**src/rtl/ifetch_pkg.sv**
```systemverilog
// Shared types and constants for the instruction-fetch queue: FSM encoding,
// instruction size and the packed {pc,inst} queue entry.
package ifetch_pkg;

  typedef enum logic {
    FETCH = 1'b0,
    REDIR = 1'b1
  } fetch_state_e;

  localparam int INST_BYTES = 4;
  localparam int IQ_ENTRY_W = 64;

  typedef struct packed {
    logic [31:0] pc;
    logic [31:0] inst;
  } iq_entry_t;

  function automatic logic [31:0] align_pc(input logic [31:0] pc);
    return {pc[31:2], 2'b00};
  endfunction

endpackage

```
**src/rtl/ifetch_queue_if.sv**
```systemverilog
// Fetch-stage bus: ROM address/data, decode valid/ready handshake and redirect.
// master = fetch unit, slave = ROM + decode + redirect source.
interface ifetch_queue_if;
  logic [31:0] imem_addr;
  logic [31:0] imem_data;
  logic        inst_valid;
  logic        inst_ready;
  logic [31:0] inst_out;
  logic [31:0] inst_pc;
  logic        redirect;
  logic [31:0] redirect_pc;

  modport master (
    output imem_addr, inst_valid, inst_out, inst_pc,
    input  imem_data, inst_ready, redirect, redirect_pc
  );

  modport slave (
    input  imem_addr, inst_valid, inst_out, inst_pc,
    output imem_data, inst_ready, redirect, redirect_pc
  );
endinterface

```
**src/rtl/ifetch_fifo.sv**
```systemverilog
// DEPTH x 64-bit synchronous prefetch FIFO; head visible one cycle after push.
// Push while full is accepted only alongside a pop; flush empties it and wins over push/pop.
module ifetch_fifo
  import ifetch_pkg::*;
#(
  parameter int DEPTH = 4
) (
  input  logic                  clk,
  input  logic                  reset,
  input  logic                  push_i,
  input  logic                  pop_i,
  input  logic                  flush_i,
  input  logic [IQ_ENTRY_W-1:0] wdat_i,
  output logic                  full_o,
  output logic                  empty_o,
  output logic [$clog2(DEPTH):0] count_o,
  output logic [IQ_ENTRY_W-1:0] head_o
);
  localparam int PTR_W = $clog2(DEPTH);
  localparam int CNT_W = PTR_W + 1;

  logic [IQ_ENTRY_W-1:0] mem_q [DEPTH];
  logic [PTR_W-1:0]      rd_q;
  logic [PTR_W-1:0]      wr_q;
  logic [CNT_W-1:0]      cnt_q;
  logic                  do_push;
  logic                  do_pop;

  assign full_o  = (cnt_q == CNT_W'(DEPTH));
  assign empty_o = (cnt_q == '0);
  assign count_o = cnt_q;
  assign head_o  = mem_q[rd_q];

  assign do_pop  = pop_i && !empty_o && !flush_i;
  assign do_push = push_i && (!full_o || do_pop) && !flush_i;

  always_ff @(posedge clk or negedge reset) begin
    if (!reset) begin
      rd_q  <= '0;
      wr_q  <= '0;
      cnt_q <= '0;
    end else if (flush_i) begin
      rd_q  <= '0;
      wr_q  <= '0;
      cnt_q <= '0;
    end else begin
      if (do_push) wr_q <= wr_q + 1'b1;
      if (do_pop)  rd_q <= rd_q + 1'b1;
      cnt_q <= cnt_q + CNT_W'(do_push) - CNT_W'(do_pop);
    end
  end

  // Storage needs no reset: the count gates visibility of every slot.
  always_ff @(posedge clk) begin
    if (do_push) mem_q[wr_q] <= wdat_i;
  end

endmodule

```
**src/rtl/ifetch_queue.sv**
```systemverilog
// Fetch PC owner + prefetch queue feeding decode; head valid one cycle after the ROM word is addressed.
// Stalls fetch_pc when the queue is full and not draining; redirect flushes and inserts one bubble. IFETCH_ALIGN_CHECK_EN adds misalign.
module ifetch_queue
  import ifetch_pkg::*;
#(
  parameter logic [31:0] RESET_PC = 32'h0000_0000,
  parameter int          DEPTH    = 4
) (
  input  logic           clk,
  input  logic           reset,
`ifdef IFETCH_ALIGN_CHECK_EN
  output logic           misalign,
`endif
  ifetch_queue_if.master bus
);
  localparam int CNT_W = $clog2(DEPTH) + 1;

  fetch_state_e     state_q, state_d;
  logic [31:0]      fetch_pc_q, fetch_pc_d;
  logic             push;
  logic             pop;
  logic             hs;
  logic             q_full;
  logic             q_empty;
  logic [CNT_W-1:0] unused_q_count;
  iq_entry_t        wr_ent;
  iq_entry_t        head_ent;

  assign hs             = bus.inst_valid && bus.inst_ready;
  assign wr_ent.pc      = fetch_pc_q;
  assign wr_ent.inst    = bus.imem_data;
  assign bus.imem_addr  = fetch_pc_q;
  assign bus.inst_valid = (state_q == FETCH) && !q_empty;
  // Zero the payload when invalid so reset and bubbles present clean outputs.
  assign bus.inst_out   = bus.inst_valid ? head_ent.inst : '0;
  assign bus.inst_pc    = bus.inst_valid ? head_ent.pc   : '0;

  always_comb begin
    state_d    = state_q;
    fetch_pc_d = fetch_pc_q;
    push       = 1'b0;
    pop        = 1'b0;
    if (bus.redirect) begin
      state_d    = REDIR;
      fetch_pc_d = align_pc(bus.redirect_pc);
    end else begin
      unique case (state_q)
        FETCH: begin
          pop  = hs;
          push = !q_full || hs;
          if (push) fetch_pc_d = fetch_pc_q + 32'(INST_BYTES);
        end
        REDIR: state_d = FETCH;
        default: state_d = FETCH;
      endcase
    end
  end

  always_ff @(posedge clk or negedge reset) begin
    if (!reset) begin
      state_q    <= FETCH;
      fetch_pc_q <= RESET_PC;
    end else begin
      state_q    <= state_d;
      fetch_pc_q <= fetch_pc_d;
    end
  end

  ifetch_fifo #(.DEPTH(DEPTH)) u_fifo (
    .clk     (clk),
    .reset   (reset),
    .push_i  (push),
    .pop_i   (pop),
    .flush_i (bus.redirect),
    .wdat_i  (wr_ent),
    .full_o  (q_full),
    .empty_o (q_empty),
    .count_o (unused_q_count),
    .head_o  (head_ent)
  );

`ifdef IFETCH_ALIGN_CHECK_EN
  logic misalign_q;

  always_ff @(posedge clk or negedge reset) begin
    if (!reset) misalign_q <= 1'b0;
    else        misalign_q <= bus.redirect && (bus.redirect_pc[1:0] != 2'b00);
  end

  always_ff @(posedge clk) begin
    if (reset && bus.redirect && (bus.redirect_pc[1:0] != 2'b00))
      $display("%0t: misaligned redirect target %h", $time, bus.redirect_pc);
  end

  assign misalign = misalign_q;
`else
  logic unused_redirect_lsbs;
  assign unused_redirect_lsbs = ^bus.redirect_pc[1:0];
`endif

endmodule

```
**src/flat_wrapper.sv**
```systemverilog
// flat-port wrapper written by rule: the top's interface ports become plain ports
module ifetch_queue_flat import ifetch_pkg::*;
#(
  parameter logic [31:0] RESET_PC = 32'h0000_0000,
  parameter int          DEPTH    = 4
)
  (clk, reset, bus_imem_addr, bus_inst_valid, bus_inst_out, bus_inst_pc, bus_imem_data, bus_inst_ready, bus_redirect, bus_redirect_pc);
  ifetch_queue_if bus_i ();
  input  logic clk;
  input  logic reset;
  output wire logic [$bits(bus_i.imem_addr)-1:0] bus_imem_addr;
  output wire logic [$bits(bus_i.inst_valid)-1:0] bus_inst_valid;
  output wire logic [$bits(bus_i.inst_out)-1:0] bus_inst_out;
  output wire logic [$bits(bus_i.inst_pc)-1:0] bus_inst_pc;
  input wire logic [$bits(bus_i.imem_data)-1:0] bus_imem_data;
  input wire logic [$bits(bus_i.inst_ready)-1:0] bus_inst_ready;
  input wire logic [$bits(bus_i.redirect)-1:0] bus_redirect;
  input wire logic [$bits(bus_i.redirect_pc)-1:0] bus_redirect_pc;
  assign bus_imem_addr = bus_i.imem_addr;
  assign bus_inst_valid = bus_i.inst_valid;
  assign bus_inst_out = bus_i.inst_out;
  assign bus_inst_pc = bus_i.inst_pc;
  assign bus_i.imem_data = bus_imem_data;
  assign bus_i.inst_ready = bus_inst_ready;
  assign bus_i.redirect = bus_redirect;
  assign bus_i.redirect_pc = bus_redirect_pc;
  ifetch_queue #(.RESET_PC(RESET_PC), .DEPTH(DEPTH)) u_core (.clk(clk), .reset(reset), .bus(bus_i));
endmodule
```
**config.mk**
```make
export PLATFORM = sky130hd
export DESIGN_NAME = ifetch_queue_flat
export DESIGN_NICKNAME = d
export VERILOG_FILES = /design/src/rtl/ifetch_pkg.sv /design/src/rtl/ifetch_queue_if.sv /design/src/rtl/ifetch_fifo.sv /design/src/rtl/ifetch_queue.sv /design/src/flat_wrapper.sv
export SDC_FILE = /design/constraint.sdc
export NUM_CORES = 1
export LEC_CHECK = 0
export ABC_AREA = 1
export ABC_CLOCK_PERIOD_IN_PS = 7200
export BUFFER_PORTS_ARGS = -buffer_cell sky130_fd_sc_hd__buf_2
export CAP_MARGIN = 5
export CORE_ASPECT_RATIO = 0.7
export CORE_MARGIN = 5
export CORE_UTILIZATION = 40
export CTS_CLUSTER_SIZE = 24
export DETAILED_ROUTE_END_ITERATION = 12
export GPL_TIMING_DRIVEN = 0
export HOLD_SLACK_MARGIN = 0.03
export PLACE_DENSITY_LB_ADDON = 0.1
export SYNTH_ARGS = -nofsm -noshare
export SYNTH_HDL_FRONTEND = slang
export SYNTH_SLANG_ARGS = --single-unit
export TNS_END_PERCENT = 10
```
**constraint.sdc**
```tcl
create_clock -name clk -period 7.2 [get_ports clk]
set_input_delay 0.36 -clock clk [delete_from_list [all_inputs] [get_ports clk]]
set_output_delay 0.36 -clock clk [all_outputs]
set_load 0.01 [all_outputs]
```
=== After elaboration in Yosys (flattened, before gate mapping) ===
Memories as Yosys holds them, arrays and structs flattened.
Cells that the tools add are included.

* Bits in read-only memories: 0
* Memories kept: 1
* Latch bits: 0
* RAM bits: 256
* Bits in registers: 40
* Word-level logic and storage cells: 47

{| class="wikitable"
|+ Memory list
! memory !! words !! bits a word !! read ports !! clocked after Yosys merged registers in !! wr ports !! line !! RTL
|-
| u_core.u_fifo.mem_q || 4 || 64 || 1 || 0 || 1 || ifetch_fifo.sv:22 || <nowiki>logic [IQ_ENTRY_W-1:0] mem_q [DEPTH];</nowiki>
|}

* Add/sub/neg operators: 5
* Bitwise logic cells: 1
* Shift-type cells: 0
* Multiply operators: 0
* Divide/modulo/power cells: 0
* Magnitude comparators: 0
* Reductions and logical operators: 16
* Muxes and demuxes: 17
* Eq/ne operators: 2

{| class="wikitable"
|+ Operator list
! cell !! number
|-
| 2-to-1 mux 32 bit || 5
|-
| adder 32 x 3 -> 32 bit, second input constant || 1
|-
| 2-to-1 mux 2 bit || 4
|-
| 2-to-1 mux 1 bit || 7
|-
| logical AND 1 bit || 6
|-
| nonzero test 2 bit || 3
|-
| adder 2 x 1 -> 2 bit, second input constant || 2
|-
| adder 3 x 1 -> 3 bit || 1
|-
| equality test 3 bit, second input constant || 1
|-
| logical NOT 1 bit || 3
|-
| logical NOT 3 bit || 1
|-
| 2-to-1 mux 3 bit || 1
|-
| subtractor 3 x 1 -> 3 bit || 1
|-
| logical OR 1 bit || 2
|-
| inequality test 2 bit, second input constant || 1
|-
| AND reduction 2 bit || 1
|-
| NOT 1 bit || 1
|}

=== Longest topological paths before layout ===
* Word-level depth: 14
* Mapped depth: 12

=== By module ===
A second synthesis with hierarchy kept.

* Cell total of the unflattened synthesis: 1187
* Area, all modules: 12826.1 um2

{| class="wikitable"
|+ Modules (own cells, without submodules)
! module !! seq. area each (um2) !! cells an instance !! area each (um2) !! instances
|-
| ifetch_fifo || 7862.5 || 679 || 9968.3 || 1
|-
| ifetch_queue || 775.7 || 508 || 2857.7 || 1
|}

=== Worst setup path before layout ===
OpenSTA, ideal clock, no wires.

* Kind: reg-to-reg
* From: reg u_core.u_fifo.cnt_q[1] (netlist: u_core.u_fifo.count_o[1])
* To: mem u_core.u_fifo.mem_q[0][0] (enable)
* Data arrival time: 3598 ps
* Setup time: 482 ps
* Path buffers: 0
* Stages on the path, launching flop included: 7
* Data required time: 6718 ps
* Setup slack: 3120 ps
* Cell sequence: dfrtp_1 > nor2_1 > nand3_1 > nand2_2 > nor2_2 > inv_1 > nor2_1

* Longest elaborated chain between the ends: 13

{| class="wikitable"
|+ RTL lines
! item !! line !! RTL
|-
| from (decl) || ifetch_fifo.sv:25 || <nowiki>logic [CNT_W-1:0] cnt_q;</nowiki>
|-
| from (signal assigned) || ifetch_fifo.sv:49 || <nowiki>cnt_q <= cnt_q + CNT_W'(do_push) - CNT_W'(do_pop);</nowiki>
|-
| logical NOT 3 bit || ifetch_fifo.sv:30 || <nowiki>assign empty_o = (cnt_q == '0);</nowiki>
|-
| logical NOT 1 bit || ifetch_fifo.sv:34, ifetch_queue.sv:33 ||
|-
| logical AND 1 bit || ifetch_queue.sv:33 || <nowiki>assign bus.inst_valid = (state_q == FETCH) && !q_empty;</nowiki>
|-
| logical AND 1 bit || ifetch_queue.sv:29 || <nowiki>assign hs = bus.inst_valid && bus.inst_ready;</nowiki>
|-
| 2-to-1 mux 1 bit || ifetch_queue.sv:47 || <nowiki>unique case (state_q)</nowiki>
|-
| 2-to-1 mux 1 bit || ifetch_queue.sv:43 || <nowiki>if (bus.redirect) begin</nowiki>
|-
| logical AND 1 bit (2 in a row) || ifetch_fifo.sv:34 || <nowiki>assign do_pop = pop_i && !empty_o && !flush_i;</nowiki>
|-
| logical OR 1 bit || ifetch_fifo.sv:35 || <nowiki>assign do_push = push_i && (!full_o || do_pop) && !flush_i;</nowiki>
|-
| logical AND 1 bit (*) (2 in a row) || ifetch_fifo.sv:35 ||
|-
| 2-to-1 mux 1 bit (*) || ifetch_fifo.sv:55 || <nowiki>if (do_push) mem_q[wr_q] <= wdat_i;</nowiki>
|-
| 2-to-1 mux 1 bit (implied by the code) (*) || ifetch_fifo.sv:55 ||
|-
| to (decl) || ifetch_fifo.sv:22 ||
|}

Every way passes the cells marked *; elsewhere a longest branch is shown, timed or not.

=== Final worst setup path ===
* From: reg u_core.u_fifo.cnt_q[1] (netlist: u_core.u_fifo.count_o[1])
* To: mem u_core.u_fifo.mem_q[2][11] (enable)

The elaborated chain is that of the path after synthesis.

==> qor.yml <==
status: "finished clean"
cts.repair.resized: 0
diodes: 0
via_per_inst: 4.990
worstPathRequired_ns: 7.44
cts_tree: "built"
synth_edf_count: 248
portBuffers: 158
yosys.cell_count.top_type: "nor2_1"
clockBufferDepth: 3
dr.first_iter.drc_count: 654
synth_common_cells: "nor2_1, edfxtp_1, nand2_1"
synth_area_leaders: "edfxtp_1, nor2_1, dfrtp_1"
path_class: "flip-flop to flip-flop"
finClkSkew_ns: 0.01099
critical_path_arrival_ns: 3.29
ant_nets: 0
critPathLaunchType: "flip-flop"
nets: 1474
netlist_area_sq_um: 12270
ys_async_sr_fraction_pct: 13.29
synth_top_area_share_pct: 60.70
postRouteWirelength_mm: 34.61
cap_viol_max_count: 0
p_leak_uw: 0.005792
fmax_mhz: 327.9
die_w_um: 219.3
crit_path_cell_trace: "nor2_1, nand3_1, nand2_2, nor2_2, inv_1, nor2_4, buf_12"
rows: 53
grt_max_degree: 39
die_h_um: 156.5
vias: 9137
grt_pass1_vias: 8732
layout_min_cycle_time_ns: 3.050
slew-limit-headroom_pct: 36.25
root_buffer: "clkbuf_16"
fp.dieArea_sq_um: 34330
cp_max_fo: 25
end_kind: "flip-flop"
hpwl_mm: 23.40
holdWs_ns: 0.05048
clk_pin_slew_ns: 0.06
critPathMaxStageDelay_ns: 0.81
syn_area_per_cell_sq_um: 10.50
drive_gt1_share_pct: 17.83
holdBufCountCts: 29
post-route-period-util_pct: 42.36
irDropWorstVdd_v: 0.0001854
synth_seq_cells: 286
yosysSeqAreaShare_pct: 68.45
synth_top_area_cell: "edfxtp_1"
critPathSlowestCell: "nor2_4"
htreeDepth: 1
setup_viol: 0
insertion_delay_ns: 0.55
synthFlopType: "edfxtp_1"
dr.pass1.iters: 5
rsz0062_at_grt: "no"
postCtsSetupRepairBufs: 0
drc: 0
powerDensity_nw_per_um2: 280.7
grt_pass1_wl_mm: 53.14
synth_cell_type_count: 29
wire_per_inst_um: 18.90
io_pins: 165
start_util_pct: 40.75
hold_violations: 0
yosysWarnings: 0
antenna_found_initial: 1
tightestPinTransition_ns: 0.9540
syn_to_final_growth_pct: 22.26
cts_made_buffers: 29
netlist_instances: 1169
core_area_sq_um: 30110
cts.sinks: 286
gp_congestion: 0.9026
drv_slew: 0
tns_ns: 0
globalRouteTotalUtil_pct: 20.08
hold_class: "primary input to flip-flop"
gr-total-overflow: 0
stage by stage:
stage	worst slack, ns	instances	utilization (%)	power (uW)	area [sq um]
floorplan	3.120	1172	-	2410	12280
global placement	0.2324	1742	45.13	2741	13590
detailed placement	4.098	1750	45.79	2751	13780
CTS	4.157	1831	49.83	4258	15000
global route	3.985	1831	49.83	4416	15000
finish	4.150	1831	49.83	4210	15000
cell families after synthesis:
group | count (synthesis) | share of synthesized area, %
simple gates | 547 | 17.68
flops | 286 | 68.45
compound gates | 214 | 8.893
buf+inv | 109 | 3.783
fa+ha+maj | 8 | 0.8770
xor+xnor | 4 | 0.2856
other cells | 1 | 0.03056
layout by cell type, fill, tap and decap left out, drive strengths merged, types with 4 or more instances in the layout:
| cell | instances |
|---|---|
| clkinv | 11 |
| nand3 | 48 |
| dfrtp | 38 |
| o211ai | 5 |
| a21oi | 68 |
| clkbuf | 62 |
| nand2 | 149 |
| dlygate4sd3 | 29 |
| bufinv | 4 |
| conb | 4 |
| inv | 47 |
| edfxtp | 248 |
| ha | 7 |
| o21ai | 137 |
| nor2 | 339 |
| nand4 | 7 |
| buf | 203 |
final timing paths:
check / start / end / slack, ns / cells past startpoint
worst max-delay path: u_core.u_fifo.count_o[1]$_DFF_PN0_ / u_core.u_fifo.mem_q[2][11]$_DFFE_PP_ / 4.15 / 7
worst max register to register: u_core.u_fifo.count_o[1]$_DFF_PN0_ / u_core.u_fifo.mem_q[2][11]$_DFFE_PP_ / 4.15 / 7
max in group asynchronous: reset / u_core.bus.imem_addr[5]$_DFFE_PN0P_ / 6.11 / 2
worst min register to register: u_core.u_fifo.count_o[0]$_DFF_PN0_ / u_core.u_fifo.count_o[0]$_DFF_PN0_ / 0.63 / 3
worst min-delay path: bus_imem_data[12] / u_core.u_fifo.mem_q[2][12]$_DFFE_PP_ / 0.05 / 1
min in group asynchronous: reset / u_core.bus.imem_addr[30]$_DFFE_PN0P_ / 0.49 / 2
where the power goes:
| group | total [uW] | switching (uW) | internal, uW |
|---|---|---|---|
| sequential | 2020 | 102 | 1920 |
| clock | 1490 | 612 | 881 |
| combinational | 694 | 467 | 227 |
| total | 4210 | 1180 | 3030 |
state kept, by name, summed over array words and instances (netlist names):
name and cells:
u_core.bus.imem_addr 30, u_core.state_q 1, u_core.u_fifo.count_o 3, u_core.u_fifo.mem_q 248, u_core.u_fifo.rd_q 2, u_core.u_fifo.wr_q 2
final cells by class:
class | instances | area [sq um]
Fill cell | 2840 | 15110
Sequential cell | 286 | 8398
Multi-Input combinational cell | 777 | 3448
Timing Repair Buffer | 195 | 1249
Clock buffer | 38 | 759.5
Tap cell | 412 | 515.5
Buffer | 61 | 282.8
Inverter | 48 | 181.4
Clock inverter | 14 | 166.4
critical path, delay by kind of cell (launching register included):
family	cells	cell delay (ns)
buf+inv	2	0.66
simple gates	5	1.63
flops	1	0.43
layer usage:
layer	global-route usage, %	vias to the layer above	share of wire [%]
li1	-	4451	-
met1	31.83	4393	49
met2	29.50	256	44
met3	3.288	37	5.6
met4	3.497	0	1.5
met5	0	-	0
(Power assumes the default switching activity.)
